File: src/rtl/img_stream_axi_burst_writer.sv
// Buffers an AXI4-Stream of 32-bit pixel words and writes one frame to memory with AXI4 INCR
// bursts. Define IMG_TLAST_CHECK_EN to flag a misplaced or missing S_AXIS_TLAST on ERROR.
module img_stream_axi_burst_writer #(
    parameter int unsigned C_M_AXI_ADDR_WIDTH = 32,
    parameter int unsigned C_M_AXI_DATA_WIDTH = 32,
    parameter int unsigned C_M_AXI_BURST_LEN  = 8,
    parameter int unsigned C_FIFO_DEPTH       = 16,
    parameter int unsigned C_FRAME_WORDS_W    = 24
) (
    input  logic                          ACLK,
    input  logic                          ARESET,
    input  logic                          INIT_AXI_TXN,
    input  logic [C_M_AXI_ADDR_WIDTH-1:0] BASE_ADDR,
    input  logic [C_FRAME_WORDS_W-1:0]    FRAME_WORDS,
    output logic                          TXN_DONE,
    output logic                          ERROR,
    output logic                          BUSY,
    input  logic [C_M_AXI_DATA_WIDTH-1:0] S_AXIS_TDATA,
    input  logic                          S_AXIS_TVALID,
    output logic                          S_AXIS_TREADY,
    input  logic                          S_AXIS_TLAST,
    output logic [C_M_AXI_ADDR_WIDTH-1:0] M_AXI_AWADDR,
    output logic [7:0]                    M_AXI_AWLEN,
    output logic [2:0]                    M_AXI_AWSIZE,
    output logic [1:0]                    M_AXI_AWBURST,
    output logic                          M_AXI_AWVALID,
    input  logic                          M_AXI_AWREADY,
    output logic [C_M_AXI_DATA_WIDTH-1:0] M_AXI_WDATA,
    output logic [3:0]                    M_AXI_WSTRB,
    output logic                          M_AXI_WLAST,
    output logic                          M_AXI_WVALID,
    input  logic                          M_AXI_WREADY,
    input  logic [1:0]                    M_AXI_BRESP,
    input  logic                          M_AXI_BVALID,
    output logic                          M_AXI_BREADY
);

    localparam int unsigned AW  = C_M_AXI_ADDR_WIDTH;
    localparam int unsigned DW  = C_M_AXI_DATA_WIDTH;
    localparam int unsigned FW  = C_FRAME_WORDS_W;
    localparam int unsigned PW  = $clog2(C_FIFO_DEPTH);
    localparam int unsigned CW  = PW + 1;
    localparam int unsigned BLW = $clog2(C_M_AXI_BURST_LEN) + 1;

    typedef enum logic [2:0] {StIdle, StFill, StAddr, StData, StResp, StDone} state_e;

    state_e           state_q, state_d;
    logic             busy_q, busy_d;
    logic             done_q, done_d;
    logic             error_q, error_d;
    logic [AW-1:0]    addr_q, addr_d;
    logic [FW-1:0]    frame_q, frame_d;
    logic [FW-1:0]    remaining_q, remaining_d;
    logic [FW-1:0]    taken_q, taken_d;
    logic [BLW-1:0]   blen_q, blen_d;
    logic [BLW-1:0]   beat_q, beat_d;
    logic [PW-1:0]    wr_ptr_q, wr_ptr_d;
    logic [PW-1:0]    rd_ptr_q, rd_ptr_d;
    logic [CW-1:0]    count_q, count_d;
    logic [DW-1:0]    fifo_mem [C_FIFO_DEPTH];

    logic             fifo_full, fifo_empty, push, pop;
    logic [BLW-1:0]   blen_cur;

    assign fifo_full  = (count_q == CW'(C_FIFO_DEPTH));
    assign fifo_empty = (count_q == '0);

    // Stream intake stops once the whole frame has been taken, not just when the FIFO fills.
    assign S_AXIS_TREADY = busy_q && !fifo_full && (taken_q != frame_q);
    assign push          = S_AXIS_TVALID && S_AXIS_TREADY;

    assign M_AXI_AWVALID = (state_q == StAddr);
    assign M_AXI_AWADDR  = M_AXI_AWVALID ? addr_q : '0;
    assign M_AXI_AWLEN   = M_AXI_AWVALID ? 8'(blen_q - BLW'(1)) : '0;
    assign M_AXI_AWSIZE  = 3'b010;
    assign M_AXI_AWBURST = 2'b01;
    assign M_AXI_WSTRB   = 4'hF;
    assign M_AXI_WVALID  = (state_q == StData) && !fifo_empty;
    assign M_AXI_WDATA   = M_AXI_WVALID ? fifo_mem[rd_ptr_q] : '0;
    assign M_AXI_WLAST   = M_AXI_WVALID && (beat_q == blen_q - BLW'(1));
    assign M_AXI_BREADY  = (state_q == StResp);
    assign pop           = M_AXI_WVALID && M_AXI_WREADY;

    assign TXN_DONE = done_q;
    assign BUSY     = busy_q;
    assign ERROR    = error_q;

    assign blen_cur = (remaining_q >= FW'(C_M_AXI_BURST_LEN)) ? BLW'(C_M_AXI_BURST_LEN)
                                                              : BLW'(remaining_q);

`ifndef IMG_TLAST_CHECK_EN
    logic unused_tlast;
    assign unused_tlast = S_AXIS_TLAST;
`endif

    always_comb begin
        state_d     = state_q;
        busy_d      = busy_q;
        done_d      = 1'b0;
        error_d     = error_q;
        addr_d      = addr_q;
        frame_d     = frame_q;
        remaining_d = remaining_q;
        taken_d     = taken_q;
        blen_d      = blen_q;
        beat_d      = beat_q;
        wr_ptr_d    = wr_ptr_q;
        rd_ptr_d    = rd_ptr_q;
        count_d     = count_q;

        if (push) begin
            wr_ptr_d = wr_ptr_q + PW'(1);
            taken_d  = taken_q + FW'(1);
`ifdef IMG_TLAST_CHECK_EN
            if (S_AXIS_TLAST != (taken_q == frame_q - FW'(1))) begin
                error_d = 1'b1;
            end
`endif
        end
        if (pop) begin
            rd_ptr_d = rd_ptr_q + PW'(1);
        end
        if (push && !pop) begin
            count_d = count_q + CW'(1);
        end else if (!push && pop) begin
            count_d = count_q - CW'(1);
        end

        unique case (state_q)
            StIdle: begin
                if (INIT_AXI_TXN) begin
                    busy_d      = 1'b1;
                    error_d     = 1'b0;
                    addr_d      = BASE_ADDR;
                    frame_d     = FRAME_WORDS;
                    remaining_d = FRAME_WORDS;
                    taken_d     = '0;
                    state_d     = (FRAME_WORDS == '0) ? StDone : StFill;
                end
            end
            StFill: begin
                if (32'(count_q) >= 32'(blen_cur)) begin
                    blen_d  = blen_cur;
                    state_d = StAddr;
                end
            end
            StAddr: begin
                if (M_AXI_AWREADY) begin
                    remaining_d = remaining_q - FW'(blen_q);
                    beat_d      = '0;
                    state_d     = StData;
                end
            end
            StData: begin
                if (pop) begin
                    beat_d = beat_q + BLW'(1);
                    if (M_AXI_WLAST) begin
                        state_d = StResp;
                    end
                end
            end
            StResp: begin
                if (M_AXI_BVALID) begin
                    if (M_AXI_BRESP != 2'b00) begin
                        error_d = 1'b1;
                    end
                    addr_d  = addr_q + (AW'(blen_q) << 2);
                    state_d = (remaining_q == '0) ? StDone : StFill;
                end
            end
            StDone: begin
                // TXN_DONE and the BUSY drop both register on this edge.
                done_d  = 1'b1;
                busy_d  = 1'b0;
                state_d = StIdle;
            end
            default: state_d = StIdle;
        endcase
    end

    always_ff @(posedge ACLK) begin
        if (ARESET) begin
            state_q     <= StIdle;
            busy_q      <= 1'b0;
            done_q      <= 1'b0;
            error_q     <= 1'b0;
            addr_q      <= '0;
            frame_q     <= '0;
            remaining_q <= '0;
            taken_q     <= '0;
            blen_q      <= '0;
            beat_q      <= '0;
            wr_ptr_q    <= '0;
            rd_ptr_q    <= '0;
            count_q     <= '0;
        end else begin
            state_q     <= state_d;
            busy_q      <= busy_d;
            done_q      <= done_d;
            error_q     <= error_d;
            addr_q      <= addr_d;
            frame_q     <= frame_d;
            remaining_q <= remaining_d;
            taken_q     <= taken_d;
            blen_q      <= blen_d;
            beat_q      <= beat_d;
            wr_ptr_q    <= wr_ptr_d;
            rd_ptr_q    <= rd_ptr_d;
            count_q     <= count_d;
        end
    end

    always_ff @(posedge ACLK) begin
        if (push) begin
            fifo_mem[wr_ptr_q] <= S_AXIS_TDATA;
        end
    end

endmodule

File: config.mk
export PLATFORM = sky130hd
export DESIGN_NAME = img_stream_axi_burst_writer
export DESIGN_NICKNAME = d
export VERILOG_FILES = /design/src/rtl/img_stream_axi_burst_writer.sv
export SDC_FILE = /design/constraint.sdc
export NUM_CORES = 1
export LEC_CHECK = 0
export BUFFER_PORTS_ARGS = -buffer_cell sky130_fd_sc_hd__buf_2
export CAP_MARGIN = 5
export CORE_MARGIN = 5
export CORE_UTILIZATION = 32
export CTS_CLUSTER_DIAMETER = 50
export DETAILED_ROUTE_END_ITERATION = 6
export GPL_TIMING_DRIVEN = 0
export HOLD_SLACK_MARGIN = 0.05
export PLACE_DENSITY = 0.49
export SYNTH_ARGS = -nofsm -noshare
export SYNTH_HDL_FRONTEND = slang
export SYNTH_SLANG_ARGS = --single-unit
File: constraint.sdc
create_clock -name ACLK -period 5.1 [get_ports ACLK]
set_input_delay 1.02 -clock ACLK [delete_from_list [all_inputs] [get_ports ACLK]]
set_output_delay 1.02 -clock ACLK [all_outputs]
set_load 0.1 [all_outputs]
Yosys cells after proc, flatten, opt, wreduce, memory -nomap -nowiden --
Memories as Yosys holds them, arrays and structs flattened. A register that Yosys moved wholly into a read port is not among the register bits. Index checks and enable logic that the tools add are counted.
Storage, ports and cells: register bits 131, latch bits 0, bits in writable memories 512, ROM bits 0, input port bits 98, logic and storage cells 109, memories kept 1
Memory list:
- fifo_mem | words 16, bits a word 32, rd ports 1, clocked after Yosys merged registers in 1, wr ports 1, line 60 | logic [DW-1:0] fifo_mem [C_FIFO_DEPTH];
Operators by class: add/sub/neg operators 10, multipliers 0, div/mod/pow operators 0, order comparisons 2, equality and inequality tests 15, shifts and indexed selects 0, mux-type cells 38, bitwise logic cells 0, reductions and logical operators 30
Operator list (count):
- 32-bit 2-to-1 mux | 4
- 24-bit 2-to-1 mux | 5
- 32-bit one-hot mux with 2 select lines | 1
- 24-bit logical NOT | 2
- 24-bit one-hot mux with 2 select lines | 1
- 32-bit by 6-bit adder with 32-bit output | 1
- 24-bit by 1-bit adder with 24-bit output (second input constant) | 1
- 24-bit by 4-bit >= comparator with 1-bit output (second input constant) | 1
- 3-bit 2-to-1 mux | 8
- 24-bit inequality test | 1
- 24-bit by 4-bit subtractor with 24-bit output | 1
- 4-bit 2-to-1 mux | 5
- 3-bit one-hot mux with 5 select lines | 1
- 4-bit by 1-bit adder with 4-bit output (second input constant) | 3
- 2-bit nonzero test | 6
- 5-bit 2-to-1 mux | 2
- 2-bit inequality test (second input constant) | 5
- 3-bit AND reduction | 3
- 1-bit logical AND | 8
- 8-bit 2-to-1 mux | 1
- 4-bit one-hot mux with 2 select lines | 1
- 1-bit 2-to-1 mux | 7
- 3-bit by 2-bit equality test with 1-bit output (second input constant) | 2
- 3-bit equality test (second input constant) | 2
- other kinds (16) | 23

Depth between registers and ports, before layout --
depth in word-level cells 9, depth in mapped cells 15

Worst setup path after synthesis --
OpenSTA, ideal clock, no wires.
kind flip-flop to flip-flop, start point register busy_q, in the netlist BUSY, end point memory fifo_mem[3][0] in the netlist's numbering, enable pin, setup time 0.461 ns, arrival 3.936 ns, data required time 4.639 ns, setup slack 0.703 ns, stages on the path, launching flop included 5, cell sequence dfxtp_1 nand2_1 a21oi_1 o211ai_1 nor3_1
Between the ends: longest elaborated chain between the ends 5
RTL lines:
- start: declaration | line 48 | logic busy_q, busy_d;
- start signal: assignment | line 198 | busy_q <= busy_d;
- 1-bit logical AND (2 in series) | line 69 | assign S_AXIS_TREADY = busy_q && !fifo_full && (taken_q != frame_q);
- 1-bit logical AND | line 70 | assign push = S_AXIS_TVALID && S_AXIS_TREADY;
- 1-bit 2-to-1 mux | line 214 | if (push) begin
- 1-bit 2-to-1 mux (implied by the code) | line 215 | fifo_mem[wr_ptr_q] <= S_AXIS_TDATA;
- end: declaration | line 60
Every way passes these cells.

==> results.txt <==
outcome: complete, no violations
core outline area: 84900 um^2
critical register-to-register path startpoint: count_q[0]
share of flip-flops with an asynchronous set or reset: 0
starting density of the core: 0.322
number of antenna violations at the first check in global routing: 6
vias in the first global route: 17.7k
maximum number of pins on one net before global-route repair: 26
H-tree depth reported by CTS: 3
Data required, critical path: 4.08 ns
hold depth: 2
cells traversed along the worst timing path: buf_1, clkdlybuf4s15_2, mux4_2, mux4_2, and2_1, buf_2
Critical Path Slowest Stage Cell: sky130_fd_sc_hd__clkdlybuf4s15_2
number of setup buffers added after CTS: 0
Worst Slack Setup Final: 0.206 ns
DRC violation count after routing: 0
cell repeated most along the worst path: sky130_fd_sc_hd__mux4_2
FMAX: 0.204 GHz
detailed placer's ending HPWL: 51500 um
maximum ir drop on the vdd rail: 270 uV
Flop pwr share: 0.438
share of the synthesized area in compound gates (AO/OA/AOI/OAI): 0.0596
end of the worst register-to-register path: count_q[4]
Least-Margin Pin Slew: 1.22 ns
xor/xnor cell area share of the yosys netlist: 0.0175
post-synth design cell area: 27300 um^2
remaining max-slew budget at the tightest pin: 0.187
floorplan die area: 91200 um^2
number of distinct library cell variants in the gate-level netlist after synthesis: 68
Hold Crit Endpoint: addr_q[1]
Post-Synth Adder-Cell Area: 0.0132
final cell count without fillers: 3286
worst-case clock buffer depth: 3
data arrival time of the worst path: 3.87 ns
Primary FF master, synth: sky130_fd_sc_hd__edfxtp_1
P_int: 10100 uW
power density normalized to cell area: 406 nW/um^2
Chip Width: 302 um
total routing resource utilization after global routing: 0.168
Post-Route WL: 77100 um
count of input and output buffers: 176
TritonCTS clock tree: built
Setup CP Type: register to output pin
area added between synthesis and finish: 22.0%
worst stage delay on the critical path: 0.65 ns
number of register bits inferred by synthesis: 647
number of vias per cell after detailed routing: 5.18
global-route wire length before repair: 114000 um
post-layout net count: 2184
average footprint of a synthesized cell: 15.5 um^2
mux share of post-synthesis cell area: 0.136
fraction of power spent switching nets: 0.252
max-cap check violation count: 0
latest clock arrival within the worst-skew pair: 0.65 ns
height of the die: 302 um
total clock buffers created by CTS: 91
number of nets with antenna violations after detailed routing: 0
number of gates given a new drive strength after cts: 18
share of the clock period used by the worst path: 0.960
gr ovfl total: 0
routed via count: 17.0k
share of power burned in the clock network: 0.473
post-placement cell count: 3110
clock slew at the register clock pins of the worst setup and hold paths: 0.05 ns
Leak: 0.0113 uW
skew final: 0.0729 ns
Post-Syn Instances: 1762
Max Transition Viols Final: 0
register area share after synthesis: 0.662
detailed-routing iteration count for the pre-antenna-repair pass: 6
final critical delay including setup and external delays: 4.89 ns
simple logic cell fraction of the synthesized area: 0.0886
number of warnings printed during yosys synthesis: 0
depth of the most critical reg-to-reg path: 13
count of pins on the block boundary: 187
Tightest Hold Check Type: register to register
Clk Tree Root Cell: sky130_fd_sc_hd__clkbuf_16
Hold Crit Start: addr_q[1]
total net switching power: 3410 uW
Combinational Power Share: 0.089
standard-cell row count: 107
first-iteration detailed-routing DRC count: 1382
kind of start point of the critical path: register
dominant combinational cell family by area after synthesis: multiplexers
kind of end point of the critical path: output pin
number of hold violations in the final report: 0
count of endpoints failing setup in the final report: 0
GP Congestion: 0.871
average routed wire per standard cell: 23.5 um
quantity of hold-fixing buffers added after cts: 0
slack of the worst reg-to-reg path: 1.07 ns
Setup WS pre-CTS: 0.463 ns
largest fanout on the critical path: 10
setup repair after global routing missed its margin: false
clk sink count: 647
EDFF count, synth: 512
fillers: 8016
proportion of layout cells with a drive suffix above 1: 0.265
## cells in the final DEF, fill, tap and decap left out, types with 20 or more instances in the layout
master,instances
sky130_fd_sc_hd__a21oi_1,88
sky130_fd_sc_hd__clkbuf_1,84
sky130_fd_sc_hd__nor3_1,34
sky130_fd_sc_hd__mux4_2,160
sky130_fd_sc_hd__edfxtp_1,512
sky130_fd_sc_hd__nand2_1,128
sky130_fd_sc_hd__buf_2,177
sky130_fd_sc_hd__xor2_1,40
sky130_fd_sc_hd__dfxtp_1,135
sky130_fd_sc_hd__inv_1,20
sky130_fd_sc_hd__and3_1,40
sky130_fd_sc_hd__o21ai_0,48
sky130_fd_sc_hd__and2_1,44
sky130_fd_sc_hd__clkbuf_16,93
sky130_fd_sc_hd__nand3_1,24
sky130_fd_sc_hd__nor2_1,95
sky130_fd_sc_hd__ha_1,24
## worst max-delay path: cells and delay by family, from the launching register on
kind          cells  cell delay [ns]
simple gates      1             0.27
buf+inv           3             1.58
mux               2             1.06
flops             1             0.34
## stage by stage
step	TNS, ns	hold WS [ns]	cell area [um^2]	power (uW)	utilization
finish	0	0.456	33300	13500	0.392
global route	0	0.489	33300	14000	0.392
CTS	0	0.457	33300	13700	0.392
detailed placement	0	0.451	30100	7230	0.354
global placement	-158.52	0.444	29600	7200	0.349
floorplan	0	0.432	27300	6800	-
## per-layer routing
metal	routed length, um	up-vias	track usage	part of all wire
li1	-	7557	-	-
met1	34200	8760	0.234	0.44
met2	36500	575	0.273	0.47
met3	4400	134	0.0289	0.057
met4	2000	0	0.0466	0.026
met5	0	-	0	0
## flip-flops by register name, indices dropped and copies added, names as in the netlist, named ones only
register / cells
beat_q: 4
state_q: 3
TXN_DONE: 1
ERROR: 1
taken_q: 24
count_q: 5
blen_q: 4
remaining_q: 24
BUSY: 1
frame_q: 24
wr_ptr_q: 4
addr_q: 32
rd_ptr_q: 4
fifo_mem: 512
## worst max-delay path by stage
| stage | startpoint | end | slack, ns | depth (start not counted) |
|---|---|---|---|---|
| 2_1_floorplan | BUSY | fifo_mem[3][0] | 0.70 | 4 |
| 3_3_place_gp | S_AXIS_TVALID | fifo_mem[3][17] | -3.00 | 5 |
| 3_5_place_dp | register | M_AXI_WDATA[31] | 0.46 | 6 |
| 4_1_cts | register | M_AXI_WDATA[31] | 0.05 | 6 |
| 5_1_grt | register | M_AXI_WDATA[12] | 0.002 | 6 |
| 6_report | register | M_AXI_WDATA[31] | 0.21 | 6 |
## synthesized netlist by cell type, types with 8 or more instances
library cell | n | share of area
sky130_fd_sc_hd__or3_1 | 12 | 0.0028
sky130_fd_sc_hd__o31ai_1 | 10 | 0.0028
sky130_fd_sc_hd__mux4_2 | 160 | 0.13
sky130_fd_sc_hd__edfxtp_1 | 512 | 0.56
sky130_fd_sc_hd__nand4_1 | 15 | 0.0034
sky130_fd_sc_hd__o21ai_0 | 48 | 0.0088
sky130_fd_sc_hd__nand2_1 | 128 | 0.018
sky130_fd_sc_hd__nand3_1 | 24 | 0.0044
sky130_fd_sc_hd__ha_1 | 24 | 0.011
sky130_fd_sc_hd__a211oi_1 | 19 | 0.0052
sky130_fd_sc_hd__a21oi_1 | 88 | 0.016
sky130_fd_sc_hd__dfxtp_1 | 135 | 0.099
sky130_fd_sc_hd__xor2_1 | 40 | 0.013
sky130_fd_sc_hd__clkbuf_1 | 79 | 0.011
sky130_fd_sc_hd__nor4_1 | 18 | 0.0041
sky130_fd_sc_hd__a22oi_1 | 8 | 0.0022
sky130_fd_sc_hd__nor3_1 | 35 | 0.0064
sky130_fd_sc_hd__nor2_1 | 95 | 0.013
sky130_fd_sc_hd__and3_1 | 53 | 0.012
sky130_fd_sc_hd__and2_1 | 44 | 0.010
sky130_fd_sc_hd__buf_4 | 13 | 0.0036
sky130_fd_sc_hd__nor2b_1 | 10 | 0.0023
sky130_fd_sc_hd__xnor2_1 | 12 | 0.0039
sky130_fd_sc_hd__o21a_1 | 15 | 0.0041
sky130_fd_sc_hd__inv_1 | 20 | 0.0028
sky130_fd_sc_hd__a21o_1 | 10 | 0.0028
sky130_fd_sc_hd__or4_1 | 9 | 0.0025
sky130_fd_sc_hd__buf_1 | 13 | 0.0018
## power groups by stage
stage	clock network, uW	registers, uW	logic [uW]
after floorplan	0	6010	795
after detailed placement	0	6040	1190
final	6400	5930	1200
after global routing	6770	5940	1300
after CTS	6530	5930	1200
after global placement	0	6030	1170
## cell type report
class / instances / area [um^2] / share of cell area
multi-input combinational: 989 / 8670 / 0.260
inverter: 21 / 78.8 / 0.00237
clock buffer: 103 / 2380 / 0.0716
sequential: 647 / 18100 / 0.543
buffer: 112 / 593 / 0.0178
timing repair buffer: 197 / 1290 / 0.0389
tap: 1144 / 1430 / 0.0430
clock inverter: 67 / 756 / 0.0227
antenna: 6 / 15.0 / 0.000451
## cell families (layout without fill, tap and decap cells)
kind of cell,count (synthesis),count (layout)
simple gates,473,473
other cells,2,15
xor+xnor,53,53
buf+inv,133,500
mux,171,171
fa+ha+maj,27,27
compound gates,256,256
flops,647,647
No activity file was read; power rests on OpenSTA's default activity.
